--- src/rtl/mem_port_arbiter.sv ---
// mem_port_arbiter: two-requester arbiter in front of a single-port memory.
// Requester 0 is the im2col engine and requester 1 is the GEMM/host port.
// Grants are combinational on top of a registered IDLE/GRANT0/GRANT1 FSM.
// An 8-bit beat counter bounds a burst so that a waiting requester is not starved.
// Optional build macro: ARB_FIXED_PRIO_EN. When it is defined, IDLE ties go to
// requester 0 and only requester 1 is limited by MAX_BURST.
module mem_port_arbiter #(
  parameter int DATA_WIDTH = 8,
  parameter int ADDR_WIDTH = 32,
  parameter int MAX_BURST  = 16
) (
  input  logic                  clk,
  input  logic                  rst_n,
  input  logic                  req0,
  input  logic                  we0,
  input  logic [ADDR_WIDTH-1:0] addr0,
  input  logic [DATA_WIDTH-1:0] wdata0,
  input  logic                  req1,
  input  logic                  we1,
  input  logic [ADDR_WIDTH-1:0] addr1,
  input  logic [DATA_WIDTH-1:0] wdata1,
  output logic                  gnt0,
  output logic                  gnt1,
  output logic                  rvalid0,
  output logic                  rvalid1,
  output logic [DATA_WIDTH-1:0] rdata,
  output logic                  mem_en,
  output logic                  mem_we,
  output logic [ADDR_WIDTH-1:0] mem_addr,
  output logic [DATA_WIDTH-1:0] mem_wdata,
  input  logic [DATA_WIDTH-1:0] mem_rdata
);

  localparam logic [1:0] IDLE   = 2'd0;
  localparam logic [1:0] GRANT0 = 2'd1;
  localparam logic [1:0] GRANT1 = 2'd2;

  localparam logic [7:0] BURST_LAST = 8'(MAX_BURST - 1);

  logic [1:0] state, state_nxt;
  logic [7:0] beat_cnt;
  logic       last_served;
  logic       limit0, limit1;
  logic       tie_pick1;

  assign gnt0 = (state == GRANT0) && req0;
  assign gnt1 = (state == GRANT1) && req1;

  // Burst limit and tie-break policy. The >= compare means a requester that
  // arrives after a long solo burst is served right after the current beat.
`ifdef ARB_FIXED_PRIO_EN
  assign limit0    = 1'b0;
  assign tie_pick1 = 1'b0;
`else
  assign limit0    = (beat_cnt >= BURST_LAST);
  assign tie_pick1 = ~last_served;
`endif
  assign limit1 = (beat_cnt >= BURST_LAST);

  // Memory command mux; an idle port drives all zeros.
  assign mem_en    = gnt0 | gnt1;
  assign mem_we    = gnt0 ? we0    : (gnt1 ? we1    : 1'b0);
  assign mem_addr  = gnt0 ? addr0  : (gnt1 ? addr1  : '0);
  assign mem_wdata = gnt0 ? wdata0 : (gnt1 ? wdata1 : '0);
  assign rdata     = mem_rdata;

  // Next-state logic: round robin from IDLE, yield at burst end or on request drop.
  always_comb begin
    state_nxt = state;
    case (state)
      IDLE: begin
        if (req0 && req1) state_nxt = tie_pick1 ? GRANT1 : GRANT0;
        else if (req0)    state_nxt = GRANT0;
        else if (req1)    state_nxt = GRANT1;
      end
      GRANT0: begin
        if (req0) begin
          if (limit0 && req1) state_nxt = GRANT1;
        end else begin
          state_nxt = req1 ? GRANT1 : IDLE;
        end
      end
      GRANT1: begin
        if (req1) begin
          if (limit1 && req0) state_nxt = GRANT0;
        end else begin
          state_nxt = req0 ? GRANT0 : IDLE;
        end
      end
      default: state_nxt = IDLE;
    endcase
  end

  // State register, beat counter and round-robin history.
  always_ff @(posedge clk or negedge rst_n) begin
    if (!rst_n) begin
      state       <= IDLE;
      beat_cnt    <= 8'd0;
      last_served <= 1'b1;
    end else begin
      state <= state_nxt;
      if (state_nxt != state)
        beat_cnt <= 8'd0;
      else if (mem_en && (beat_cnt != 8'hFF))
        beat_cnt <= beat_cnt + 8'd1;
      if (gnt0)      last_served <= 1'b0;
      else if (gnt1) last_served <= 1'b1;
    end
  end

  // Read-valid flags track the one-cycle memory read latency.
  always_ff @(posedge clk or negedge rst_n) begin
    if (!rst_n) begin
      rvalid0 <= 1'b0;
      rvalid1 <= 1'b0;
    end else begin
      rvalid0 <= gnt0 & ~we0;
      rvalid1 <= gnt1 & ~we1;
    end
  end

endmodule

--- config.mk ---
export PLATFORM = sky130hd
export DESIGN_NAME = mem_port_arbiter
export DESIGN_NICKNAME = d
export VERILOG_FILES = /design/src/rtl/mem_port_arbiter.sv
export SDC_FILE = /design/constraint.sdc
export NUM_CORES = 1
export LEC_CHECK = 0
export ABC_AREA = 1
export CORE_ASPECT_RATIO = 1.5
export CORE_MARGIN = 10
export CORE_UTILIZATION = 28
export DETAILED_ROUTE_END_ITERATION = 8
export PLACE_DENSITY = 0.81
export SYNTH_ARGS = -nofsm -noshare
export SYNTH_HDL_FRONTEND = slang
export SYNTH_SLANG_ARGS = --single-unit
--- constraint.sdc ---
create_clock -name clk -period 1.85 [get_ports clk]
set_input_delay 0.2775 -clock clk [delete_from_list [all_inputs] [get_ports clk]]
set_output_delay 0.2775 -clock clk [all_outputs]
set_load 0.005 [all_outputs]
==> results by group, run 1 <==
Drt
  • Post-DR wirelength/cell: 14.3 µm
  • DRC viols: 0
  • DR vias: between 1500 and 2000
  • First-pass DRT Iterations: 4
  • DRT iter0 DRCs: just under 80
  • Via density: ~4.4
  • WL final: ~6.2 mm
  • Antenna Nets Post-Route: 0

Pwr
  • Flop pwr share: about 18%
  • P per Cell Area: 754 nW/µm²
  • Worst vdd ir: 0.000278 V
  • Final Power: ~2.1 mW
  • Power Internal: 1.26 mW
  • Clk pwr share: a little under an eighth
  • Switching share of power: roughly 40%
  • Leak: 1.49 nW
  • Combinational power share: around 70%
  • NetSw: 853 µW

Clock network
  • Hold bufs inserted after CTS: 0
  • H-tree depth: 1
  • Later-pin clock latency in the skew report: 0.24 ns
  • Max Buffers Root-to-Sink: 2
  • Num CTS Buffers: 3
  • Clock Pin Slew Worst Setup and Hold Paths: 0.05 ns
  • Clock root buffer: clkbuf_8
  • CTS tree: yes
  • TritonCTS Sinks: 13

Timing
  • RSZ-0062 raised after global routing: no
  • TNS Setup: 0 ns
  • Worst relative slew slack: about 60%
  • Worst-Margin Slew: around 0.60 ns
  • Final Hold Viols: 0
  • Clk_skew: around 0.0010 ns
  • Final setup viols: 0
  • Fin. max-slew vios: 0
  • Maximum achievable frequency: between 500 and 600 MHz
  • Final period util: 96.0%
  • PnR worst setup slack: between 0.07 and 0.08 ns
  • Fin crit period: between 1.5 and 2 ns

Placed design
  • Final Wtd Congestion: ~0.86
  • DP HPWL: roughly 5 mm
  • Placed cells: 424
  • IO Port Bufs: between 100 and 150
  • Setup WS pre-CTS: -0.350 ns

Worst setup path
  • WP data required: 1.57 ns
  • Max Fanout on Critical Path: 21
  • WP data arrival: ~1.5 ns
  • Crit end category: primary output
  • Class of the most critical setup path: reg2out
  • Worst Setup Start Kind: register

Floorplanning
  • Core ar.: 4580 µm²
  • Row cnt: 30
  • Chip height: approximately 100 µm
  • Die Wd: ~77 µm
  • I/O pin count: ~150
  • Die area: 8050 µm²
  • Initial Utilization: 29.4%

Final layout
  • Antenna cell count: 0
  • Fill cell count: ~430
  • P&R area growth vs syn: 108%
  • Reg area: 327 µm²
  • Most common cell after layout, fill and taps aside: nand2_1
  • Share of layout cells above drive strength 1: 11.7%
  • Most frequent cells in the layout: nand2_1 (150), clkdlybuf4s50_1 (85), dlygate4sd2_1 (31)
  • Post-Layout Cell Count: 433
  • Layout net count: 465
  • Area of the multi-input gates: approximately 880 µm²

Yosys
  • Post-Synthesis Cells: between 200 and 250
  • Post-Syn Area per Cell: around 5.7 µm²
  • Syn_nets: ~330
  • Cell Area, Synth: roughly 1300 µm²
  • Post-Synth Adder-Cell Area: 0.929%
  • Largest family of logic cells by synthesized area: simple AND/OR/NAND/NOR gates
  • Mux contribution to synthesized area: 0%
  • Post-synthesis sequential area ratio: approximately a quarter
  • Yosys cell types: 25
  • Xor and xnor area share after synthesis: under 10%
  • Compound-Gate Fraction of Synth Area: under 10%
  • Simple-gate portion of the synthesized area: between 50% and 60%
  • Syn. warnings: 0
  • Register bit total from synthesis: 13

Job
  • Max Cap Viol: 0

Global route
  • Global route overflow: 0
  • Largest net degree at the start of global routing: 23
  • Vias in the first global route: approximately 2000
  • Global-route wire length before repair: between 9 and 10 mm
  • Initial antenna violation count: 0
  • All-layer global routing usage: ~15%

Status
  • Status: finished, final reports clean

Min path
  • HP Class: in2async
[stage by stage]
step	util [%]	hold WS, ns	instance area (µm²)
global route	61.1	0.453	2800
floorplan	-	-0.0181	1350
finish	61.1	0.413	2800
global placement	60.0	0.462	2750
CTS	62.0	0.438	2840
detailed placement	60.0	0.472	2750
[final cells by class]
type	instances	area share (%)
sequential	13	11.7
tap	64	2.86
inverter	12	1.97
timing repair buffer	145	50.5
clock buffer	4	1.61
multi-input combinational	195	31.4
[metal layers]
metal	routed length (µm)	share of wire (%)	vias to the layer above	GRT usage (%)
met4	131	2.1	0	5.20
met2	3330	54	94	29.2
li1	-	-	975	-
met5	0	0	-	0
met3	684	11	13	6.69
met1	2020	33	833	13.4
[path summary, 6_finish.rpt]
check,start,end,slack [ns],cells past startpoint
setup / recovery,state[1],mem_addr[20],0.07,7
min in group clk,last_served,last_served,0.48,2
max in group asynchronous,rst_n,rvalid1,1.05,1
setup reg to reg,beat_cnt[0],beat_cnt[2],0.25,9
hold / removal,rst_n,state[0],0.41,1
hold reg to reg,last_served,last_served,0.48,2
[power by group through the flow]
stage / combinational [mW] / sequential, mW / clock [mW]
final: 1.47 / 0.387 / 0.254
after global routing: 1.63 / 0.394 / 0.272
after CTS: 1.52 / 0.386 / 0.264
after detailed placement: 1.51 / 0.398 / 0
after global placement: 1.50 / 0.397 / 0
after floorplan: 0.611 / 0.400 / 0
[repair_timing]
| action | 4_1_cts | 5_1_grt |
|---|---|---|
| setup buffers | 3 | 0 |
| setup endpoints to repair | 44 | 12 |
| pin swaps | 0 | 0 |
| cloned | 2 | 0 |
| gates resized for setup | 62 | 16 |
[cell usage after synthesis]
| cell | instances | area (µm²) |
|---|---|---|
| a21oi_1 | 1 | 5.00 |
| buf_2 | 5 | 25.0 |
| buf_4 | 8 | 60.1 |
| clkbuf_1 | 3 | 11.3 |
| dfrtp_1 | 12 | 300 |
| dfstp_2 | 1 | 26.3 |
| ha_1 | 1 | 12.5 |
| inv_1 | 9 | 33.8 |
| inv_2 | 3 | 11.3 |
| nand2_1 | 150 | 563 |
| nand2_2 | 2 | 12.5 |
| nand2_4 | 2 | 22.5 |
| nand3_1 | 8 | 40.0 |
| nand3_2 | 2 | 20.0 |
| nand3_4 | 3 | 52.6 |
| nand4_1 | 1 | 6.26 |
| nor2_1 | 14 | 52.6 |
| nor2_2 | 2 | 12.5 |
| nor2_8 | 1 | 20.0 |
| nor3_1 | 1 | 5.00 |
| o211ai_1 | 1 | 7.51 |
| o21ai_1 | 1 | 5.00 |
| o21bai_1 | 1 | 7.51 |
| xnor2_1 | 1 | 8.76 |
| xor2_1 | 3 | 26.3 |
[cell families after synthesis]
| logic type | count (synthesis) |
|---|---|
| AO/OA/AOI/OAI | 4 |
| XOR/XNOR | 4 |
| adder cells (fa/ha/maj) | 1 |
| buffers and inverters | 28 |
| flip-flops | 13 |
| AND/OR/NAND/NOR | 186 |
[critical path, stage by stage, from the launching register on]
cell           delay, ns
dfrtp_1             0.41
inv_2               0.09
nand3_4             0.09
inv_4               0.10
buf_12              0.16
nand2_1             0.06
nand2_1             0.10
dlygate4sd2_1       0.25
[sequential cells by signal (all words and copies together), names as in the netlist]
register,flops
rvalid1,1
rvalid0,1
last_served,1
state,2
beat_cnt,8
Note: power is estimated with default switching activity, not from simulation.
==> run 2, diff against run 1 <==
Settings changed: SETUP_SLACK_MARGIN set to 0.3.
==> results by group, run 2 (synthesized netlist as in run 1, its figures left out) <==
Global route
  • All-layer global routing usage: between 10% and 20%
  • Initial antenna violation count: 0
  • Largest net degree at the start of global routing: 14
  • Global route overflow: 0
  • Vias in the first global route: between 2000 and 2500
  • Global-route wire length before repair: about 12 mm

Final layout
  • Max FFs per register: 8
  • Layout net count: slightly below 500
  • Top flop regs: beat_cnt: 8 flops, state: 2 flops
  • Largest Register: beat_cnt
  • Most common cell after layout, fill and taps aside: clkdlybuf4s50_1
  • Share of layout cells above drive strength 1: a little under half
  • P&R area growth vs syn: 164%
  • Fill cell count: approximately 320
  • Most frequent cells in the layout: clkdlybuf4s50_1 (85), nand2_1 (70), nand2_2 (54)
  • Antenna cell count: 0

Pwr
  • Clk pwr share: between 8 and 9%
  • Worst vdd ir: a little under 0.0004 V
  • Flop pwr share: around 12%
  • Combinational power share: roughly four fifths
  • NetSw: 1.28 mW
  • Switching share of power: a little over two fifths
  • Final Power: between 3 and 4 mW
  • Leak: 1.87 nW
  • P per Cell Area: a little under 900 nW/µm²
  • Power Internal: 1.79 mW

Worst setup path
  • Worst Setup Start Kind: register
  • Crit end category: primary output
  • WP data arrival: between 1.5 and 2 ns
  • Class of the most critical setup path: reg2out
  • Worst path max stage delay: roughly 0.40 ns
  • Max Fanout on Critical Path: 5
  • Slowest stage cell, crit path: dfrtp_1
  • Crit-path cells: buf_6 > nand3_4 > inv_8 > buf_12 > buf_8 > clkbuf_16 > nand2_2 > nand2_1 > buf_2
  • WP buf/inv: 6
  • WP data required: approximately 1.6 ns
  • Crit path max-delay family: buffers and inverters

Clock network
  • Clock root buffer: clkbuf_8
  • Num CTS Buffers: 3
  • H-tree depth: 1
  • Clock Pin Slew Worst Setup and Hold Paths: 0.05 ns
  • Hold bufs inserted after CTS: 0
  • Max Buffers Root-to-Sink: 2
  • CTS tree: yes
  • Later-pin clock latency in the skew report: about 0.25 ns
  • TritonCTS Sinks: 13

Floorplanning
  • Row cnt: 30
  • Die area: 8050 µm²
  • Chip height: 105 µm
  • Die Wd: ~77 µm
  • Core ar.: approximately 4600 µm²
  • I/O pin count: around 150
  • Initial Utilization: ~29%

Drt
  • DRC viols: 0
  • Via density: 4.73
  • First-pass DRT Iterations: 4
  • DR vias: 2153
  • Antenna Nets Post-Route: 0
  • Post-DR wirelength/cell: between 15 and 20 µm
  • WL final: around 8.0 mm
  • DRT iter0 DRCs: between 100 and 150

Placed design
  • Final Wtd Congestion: 0.861
  • IO Port Bufs: roughly 130
  • DP HPWL: around 5 mm

Timing
  • Worst-Margin Slew: between 0.6 and 0.7 ns
  • Fin. max-slew vios: 0
  • Clk_skew: between 0.0004 and 0.0005 ns
  • Maximum achievable frequency: ~540 MHz
  • Final period util: between 90% and 100%
  • Final setup viols: 0
  • Hold_ws: around 0.42 ns
  • Worst relative slew slack: between 50% and 60%
  • TNS Setup: 0 ns
  • Fin crit period: approximately 1.8 ns
  • Final Hold Viols: 0
  • RSZ-0062 raised after global routing: yes

Job
  • Max Cap Viol: 0

Status
  • Status: finished, final reports clean

Min path
  • HP Class: in2async
==> run 2: cell count changes in the layout (fill, tap and decap cells not counted), moves of 5 or more <==
cell | previous run | this run
buf_2 | 0 | 32
clkdlybuf4s15_1 | 6 | 0
clkbuf_2 | 9 | 0
buf_12 | 3 | 8
buf_6 | 1 | 19
nand2_1 | 150 | 70
nand2_4 | 2 | 29
dlygate4sd2_1 | 31 | 2
buf_16 | 2 | 7
nand2_2 | 2 | 54
==> run 2: path summary, 6_finish.rpt <==
check                            start           to  slack (ns)  depth (start not counted)
max in group asynchronous        rst_n      rvalid1        1.02                          1
setup reg to reg              state[1]  beat_cnt[7]        0.15                         13
min in group clk           last_served  last_served        0.48                          2
setup / recovery              state[0]  mem_addr[8]       0.006                          9
hold / removal                   rst_n     state[1]        0.42                          1
hold reg to reg            last_served  last_served        0.48                          2
==> run 2: what timing repair did <==
item	CTS	global route
endpoints found under the setup margin	52	52
cloned	7	3
buffers inserted	14	3
gates resized for setup	202	136
pin swaps	7	32
==> run 2: stage by stage <==
stage               utilization, %  area, µm²  instances  worst slack (ns)
floorplan                        -       1350        236             0.420
global placement              60.0       2750        424            -0.342
detailed placement            60.0       2750        424            -0.350
CTS                           67.7       3100        449            0.0553
global route                  77.5       3550        455           -0.0473
finish                        77.5       3550        455           0.00630
==> run 2: final cells by class <==
type	count	area, µm²	share of cell area (%)
timing repair buffer	167	1770	49.8
clock buffer	4	45.0	1.27
tap	64	80.1	2.26
inverter	12	62.6	1.76
sequential	13	327	9.20
multi-input combinational	195	1270	35.7
==> run 2: power by group through the flow <==
stage | Sequential (mW) | Combinational, mW | Clock (mW)
after floorplan | 0.400 | 0.611 | 0
after global placement | 0.397 | 1.50 | 0
after detailed placement | 0.398 | 1.51 | 0
after CTS | 0.379 | 1.95 | 0.264
after global routing | 0.388 | 2.59 | 0.276
final | 0.382 | 2.43 | 0.260
==> run 2: metal layers <==
layer	track usage [%]	vias up	routed length, µm
met1	15.6	985	2450
li1	-	1019	-
met3	7.12	31	680
met5	0	-	0
met4	7.87	0	384
met2	34.1	118	4510
==> run 3, diff against run 2 <==
==> constraint.sdc (replaced) <==
create_clock -name clk -period 1.85 [get_ports clk]
set_input_delay 0.37 -clock clk [delete_from_list [all_inputs] [get_ports clk]]
set_output_delay 0.37 -clock clk [all_outputs]
set_load 0.01 [all_outputs]
==> results by group, run 3 (synthesized netlist as in run 1, its figures left out) <==
Status
  • Status: finished with violations
  • Failing checks: setup timing

Placed design
  • DP HPWL: about 5.1 mm
  • IO Port Bufs: 131
  • Final Wtd Congestion: ~0.86

Min path
  • HP Class: reg2reg
  • Min-delay src: last_served
  • Hold depth: 2
  • Worst Hold End: last_served

Job
  • Max Cap Viol: 0

Timing
  • Fin. max-slew vios: 0
  • TNS Setup: -0.0107 ns
  • Final period util: 100%
  • Worst-Margin Slew: between 0.5 and 0.6 ns
  • RSZ-0062 raised after global routing: yes
  • Maximum achievable frequency: about 540 MHz
  • Clk_skew: ~0.0010 ns
  • Final Hold Viols: 0
  • Fin crit period: about 1.9 ns
  • Hold_ws: slightly below 0.5 ns
  • PnR worst setup slack: -0.00808 ns
  • Worst relative slew slack: 60.8%
  • Final setup viols: 3

Pwr
  • P per Cell Area: between 800 and 900 nW/µm²
  • Leak: 1.82 nW
  • Worst vdd ir: between 0.0003 and 0.0004 V

Worst setup path
  • Crit end category: primary output
  • Worst R2R End: beat_cnt[7]
  • Worst Setup Start Kind: register
  • Class of the most critical setup path: reg2out
  • WP data required: approximately 1.5 ns
  • R2R depth: 12
  • WP data arrival: ~1.5 ns
  • Worst R2R Setup Slack: roughly 0.15 ns
  • Max Fanout on Critical Path: 5
  • R2R Path Start: state[1]

Clock network
  • Max Buffers Root-to-Sink: 2
  • Num CTS Buffers: 3
  • TritonCTS Sinks: 13
  • H-tree depth: 1
  • Clock Pin Slew Worst Setup and Hold Paths: 0.05 ns
  • Clock root buffer: clkbuf_8
  • CTS tree: yes
  • Hold bufs inserted after CTS: 0
  • Later-pin clock latency in the skew report: about 0.25 ns

Global route
  • Met1 Resource Use GR: 14.5%
  • GR Layer Usage met2: a little under a third
  • Global route overflow: 0
  • Largest net degree at the start of global routing: 14
  • Met3 Usage GRT: 8.15%
  • Global-route wire length before repair: approximately 11 mm
  • Vias in the first global route: between 2000 and 2500
  • GRT Max-Usage Layer: met2
  • Initial antenna violation count: 0
  • All-layer global routing usage: between 15 and 20%

Floorplanning
  • Core ar.: 4580 µm²
  • Chip height: between 100 and 150 µm
  • Initial Utilization: approximately 29%
  • Row cnt: 30
  • Die area: approximately 8000 µm²
  • Die Wd: between 70 and 80 µm
  • I/O pin count: roughly 150

Drt
  • Post-DR wirelength/cell: about 17 µm
  • Via density: about 4.7
  • First-pass DRT Iterations: 4
  • DRT iter0 DRCs: about 130
  • WL final: between 7 and 8 mm
  • Antenna Nets Post-Route: 0
  • DR vias: 2107
  • DRC viols: 0

Final layout
  • Top flop regs: beat_cnt: 8 flops, state: 2 flops
  • Antenna cell count: 0
  • Layout net count: a little under 500
  • Share of layout cells above drive strength 1: 46.1%
  • Most common cell after layout, fill and taps aside: clkdlybuf4s50_1
  • Largest Register: beat_cnt
  • Max FFs per register: 8
  • Post-layout util: approximately 76%
  • Fill cell count: 330
  • Most frequent cells in the layout: clkdlybuf4s50_1 (85), nand2_1 (80), nand2_2 (46)
  • P&R area growth vs syn: 157%
==> run 3: worst max-delay path: stages (launching register included) <==
cell,delay [ns]
dfrtp_1,0.40
buf_6,0.13
nand3_4,0.09
clkinv_8,0.10
buf_12,0.15
buf_16,0.13
nand2_4,0.05
nand2_2,0.06
buf_6,0.12
==> run 3: worst max-delay path by stage <==
stage / start / to
2_1_floorplan: state[1] / mem_addr[0]
3_3_place_gp: req1 / mem_addr[20]
3_5_place_dp: req1 / mem_addr[20]
4_1_cts: state[1] / mem_addr[26]
5_1_grt: state[0] / mem_addr[11]
6_report: state[0] / mem_addr[15]
==> run 3: where the power goes <==
group | total (mW) | switching [mW] | internal, mW
combinational | 2.37 | 1.13 | 1.23
sequential | 0.383 | 0.0377 | 0.345
clock | 0.256 | 0.104 | 0.152
==> run 3: repair_timing <==
item / 4_1_cts / 5_1_grt
buffers inserted: 9 / 5
resized for setup: 182 / 150
pin swaps: 7 / 16
setup endpoints to repair: 52 / 52
cloned: 6 / 1
==> run 3: final cells by class <==
type	count	area, µm²	area share (%)
clock buffers	4	45.0	1.30
inverters	12	67.6	1.95
multi-input cells	195	1240	35.7
flip-flops and latches	13	328	9.48
well taps	64	80.1	2.31
repair buffers	164	1700	49.2
==> run 3: routing by layer <==
metal  vias to the layer above  routed length, µm
li1                       1012                  -
met1                       966               2320
met2                       106               4320
met3                        23                731
met4                         0                231
met5                         -                  0
==> run 3: per-stage QoR <==
| stage | power [mW] | cells | cell area [µm²] | setup WS (ns) |
|---|---|---|---|---|
| floorplan | 1.11 | 236 | 1350 | 0.326 |
| CTS | 2.60 | 446 | 3050 | 0.0207 |
| global route | 3.19 | 452 | 3460 | -0.0545 |
| detailed placement | 2.04 | 427 | 2770 | -0.578 |
| global placement | 2.03 | 427 | 2770 | -0.560 |
| finish | 3.01 | 452 | 3460 | -0.00808 |
